**src/rtl/matrix_b_loader.sv**
```systemverilog
// Packs a stream of ELEM_W-bit elements into a column-major 2x2 matrix word
// and hands the completed word to the multiplier over a valid/ready handshake.
module matrix_b_loader #(
  parameter int unsigned ELEM_W = 4
) (
  input  logic                  clk,
  input  logic                  rst_n,
  input  logic                  in_valid,
  output logic                  in_ready,
  input  logic [ELEM_W-1:0]     in_elem,
  input  logic                  abort,
  output logic                  out_valid,
  input  logic                  out_ready,
  output logic [4*ELEM_W-1:0]   matrix_b,
  output logic [1:0]            elem_count
);

  localparam int unsigned WORD_W = 4 * ELEM_W;
  localparam int unsigned NSLOT  = 4;

  typedef enum logic {
    FILL = 1'b0,
    HOLD = 1'b1
  } state_t;

  state_t              state_q;
  state_t              state_d;
  logic [1:0]          count_d;
  logic [WORD_W-1:0]   word_d;
  logic                in_ready_d;
  logic                out_valid_d;
  logic [1:0]          slot;
  logic                xfer;

  // Element k lands in slot {k[0], k[1]} so the selector reads it back by the same index.
  assign slot = {elem_count[0], elem_count[1]};
  assign xfer = in_valid && in_ready;

  // State, counter, word and handshake outputs all live in this one register stage.
  always_ff @(posedge clk) begin
    if (!rst_n) begin
      state_q    <= FILL;
      elem_count <= 2'd0;
      matrix_b   <= '0;
      in_ready   <= 1'b1;
      out_valid  <= 1'b0;
    end else begin
      state_q    <= state_d;
      elem_count <= count_d;
      matrix_b   <= word_d;
      in_ready   <= in_ready_d;
      out_valid  <= out_valid_d;
    end
  end

  // Next-state, slot write and next handshake outputs.
  always_comb begin
    state_d     = state_q;
    count_d     = elem_count;
    word_d      = matrix_b;
    in_ready_d  = 1'b1;
    out_valid_d = 1'b0;

    unique case (state_q)
      FILL: begin
        if (abort) begin
          count_d = 2'd0;
        end else if (xfer) begin
          for (int unsigned s = 0; s < NSLOT; s++) begin
            if (slot == 2'(s)) begin
              word_d[s*ELEM_W +: ELEM_W] = in_elem;
            end
          end
          count_d = elem_count + 2'd1;
          if (elem_count == 2'd3) begin
            state_d = HOLD;
          end
        end
      end
      HOLD: begin
        // A completed matrix is never discarded; only the output handshake leaves HOLD.
        if (out_valid && out_ready) begin
          state_d = FILL;
        end
      end
      default: state_d = FILL;
    endcase

    in_ready_d  = (state_d == FILL);
    out_valid_d = (state_d == HOLD);
  end

endmodule

```
**config.mk**
```make
export PLATFORM = sky130hd
export DESIGN_NAME = matrix_b_loader
export DESIGN_NICKNAME = d
export VERILOG_FILES = /design/src/rtl/matrix_b_loader.sv
export SDC_FILE = /design/constraint.sdc
export NUM_CORES = 1
export LEC_CHECK = 0
export CORE_MARGIN = 2
export CORE_UTILIZATION = 40
export CTS_BUF_LIST = sky130_fd_sc_hd__clkbuf_2
export DETAILED_ROUTE_END_ITERATION = 12
export GPL_ROUTABILITY_DRIVEN = 0
export PLACE_DENSITY_LB_ADDON = 0.1
export SETUP_SLACK_MARGIN = 0.1
export SYNTH_ARGS = -nofsm -noshare
export SYNTH_HDL_FRONTEND = slang
export SYNTH_SLANG_ARGS = --single-unit
```
**constraint.sdc**
```tcl
create_clock -name clk -period 1.14 [get_ports clk]
set_clock_uncertainty 0.15 [all_clocks]
set_input_delay 0.342 -clock clk [delete_from_list [all_inputs] [get_ports clk]]
set_output_delay 0.342 -clock clk [all_outputs]
set_load 0.01 [all_outputs]
```
==> run summary <==
run status: finished with violations
failing checks: setup timing
clk buf depth: 2
worst path arrival time: 1.48 ns
Clk pin slew, worst setup/hold paths: 0.19 ns
Layout area overhead: 59.65%
# fillers: 163
Leakage: 0.0006396 µW
kind of end point of the critical path: flop
Syn Std Cell Area: 797.0 µm²
crit share post-route: 122.3%
fin util: 66.21%
Top delay family on crit path: simple AND/OR/NAND/NOR gates
Hold Buf Count CTS: 0
Setup CP Type: reg -> reg
largest net degree at the start of global routing: 25
Peak VDD IR: 0.6966 mV
post-synth top area share: 50.24%
ant diodes: 0
H-tree level count: 1
R2R Path End: in_ready
Max Cap Violations: 0
hold path endpoint: matrix_b[11]
post-route ant nets: 0
die height: 48.64 µm
area leader, netlist: dfxtp_1
post-synthesis sequential area ratio: 50.24%
Post-Syn Nets: 92
DRT iter0 DRCs: 6
actual slew at the worst max-slew pin: 0.1934 ns
vias in the first global route: 645
slew margin rel.: 87.11%
Achievable Freq: 717.2 MHz
Die X-Extent: 48.64 µm
CP max stage cell: dfxtp_2
Setup TNS: -6.480 ns
total CTS buffers: 3
CP Launch Type: flop
per-cell routed wire length: 11.77 µm
drt first pass iters: 2
Avg Synthesized Cell Area: 10.09 µm²
DRC: 0
Final Hold Vio Count: 0
Min Hold Slack: 0.3271 ns
main area contributors after synthesis: dfxtp_1, mux2i_1, nand2_1, ha_1, a21boi_0
RSZ-0062 raised after global routing: yes
Syn. warnings: 0
Yosys cell types: 13
HP Start: matrix_b[11]
buffers and inverters on the worst path: 1
Die Area: 0.002365 mm²
initial core utilization: 41.47%
synthesized flop and latch total: 20
global route total overflow: 0
core box area: 0.001922 mm²
Rows: 16
I/O pins: 29
Power Dens Cells: 899.6 mW/mm²
Final Setup Violations: 40
fin. max-slew vios: 0
global-route wire length before repair: 2766 µm
Tmin final: 1.394 ns
input/output buffers: 28
critical-path cell list: buf_6, and4bb_4, nand2_4, a21bo_2
CTS tree: built
initial antenna violation count: 0
Worst Hold Class: reg -> reg
layout cells sized above 1: 51.69%
DP HPWL: 1221 µm
clock sink total: 20
Register-to-Register Path Depth: 4
CTS root buffer: clkbuf_2
routed via count: 687
slowest stage delay, CP: 0.37 ns
Post-Route WL: 1706 µm
Final WS setup: -0.2543 ns
R2R Path Start: state_q
gr usage total: 15.28%
# nets final: 133
worst reg-to-reg setup slack: -0.25 ns
Synth Instances: 79
worst endpoint required time: 1.22 ns
worst-path fanout max: 6
Min-Delay Path Depth: 2
via count normalized by instance count: 4.738
clock latency at the later pin of the worst-skew pair: 0.31 ns
==> synth_stat cells <==
cell type and n:
a21boi_0 3, a21bo_2 1, nand2_2 1, mux2i_1 16, o21ai_0 2, or2b_1 1
clkbuf_1 2, and4bb_4 1, ha_1 4, a21oi_1 1, inv_1 2, dfxtp_1 20
nand2_1 25
==> where the power goes <==
group	leakage (µW)	switching (µW)	internal, µW
Clock	0.0000125	209	71.8
Combinational	0.000457	61.1	81.4
Sequential	0.000171	8.05	713
Total	0.000640	278	867
==> cells in the final DEF (no fill, tap or decap) <==
cell type,n
nand2_2,2
buf_12,1
inv_1,1
clkbuf_2,3
clkdlybuf4s50_1,7
buf_4,8
mux2i_1,16
nand2_4,2
a21boi_1,3
dfxtp_2,20
or2b_1,1
inv_2,1
a21oi_1,1
ha_1,3
a21bo_2,1
o21ai_0,2
nand2_1,22
buf_2,1
dlygate4sd2_1,1
buf_6,20
and4bb_4,1
ha_2,1
==> state kept, by name (all words and copies together) (netlist names) <==
name,cells
state_q,1
matrix_b,16
in_ready,1
elem_count,2
==> per-stage QoR <==
step | std cells | worst slack [ns] | total power [µW] | area [µm²]
4_1_cts | 142 | -0.2589 | 1144 | 1247
3_3_place_gp | 138 | -0.5829 | 866.7 | 1176
2_1_floorplan | 79 | -0.1159 | 790.4 | 812.0
3_5_place_dp | 138 | -0.6055 | 869.5 | 1176
5_1_grt | 145 | -0.2970 | 1199 | 1272
6_report | 145 | -0.2543 | 1145 | 1272
==> layer usage <==
metal | track usage, % | wire length (µm)
met1 | 17.81 | 776
met2 | 27.63 | 864
met3 | 3.704 | 64
met4 | 4.286 | 0
met5 | 0 | 0
==> worst reg2reg max path: cells and delay by family (launching register included) <==
family          cells  cell delay (ns)
simple gates        2             0.49
compound gates      1             0.21
buf+inv             1             0.11
flops               1             0.37
==> logic make-up after synthesis <==
| family | Yosys count | synth area share (%) |
|---|---|---|
| buffers and inverters | 4 | 1.885 |
| AND/OR/NAND/NOR | 28 | 15.54 |
| multiplexers | 16 | 20.09 |
| flip-flops | 20 | 50.23 |
| adder cells (fa/ha/maj) | 4 | 6.280 |
| AO/OA/AOI/OAI | 7 | 5.965 |
==> how the worst max path moves through the flow <==
stage,start,end,cells after the start
2_1_floorplan,abort,in_ready,3
3_3_place_gp,abort,matrix_b[0],4
3_5_place_dp,abort,in_ready,4
4_1_cts,state_q,in_ready,4
5_1_grt,state_q,in_ready,4
6_report,state_q,in_ready,4
==> cell type report <==
cell class	instances	area (µm²)	share of cell area [%]
clock buffer	3	15.01	1.180
inverter	2	7.507	0.5900
multi-input combinational	55	401.6	31.56
sequential	20	425.4	33.43
tap	27	33.78	2.655
timing repair buffer	38	389.1	30.58
==> what timing repair did <==
item / in CTS / in global routing
resized for setup: 119 / 4
pin swaps: 0 / 1
hold endpoints to repair: 0 / 0
endpoints found under the setup margin: 40 / 40
buffers inserted: 1 / 3
No activity file was read; power rests on OpenSTA's default activity.
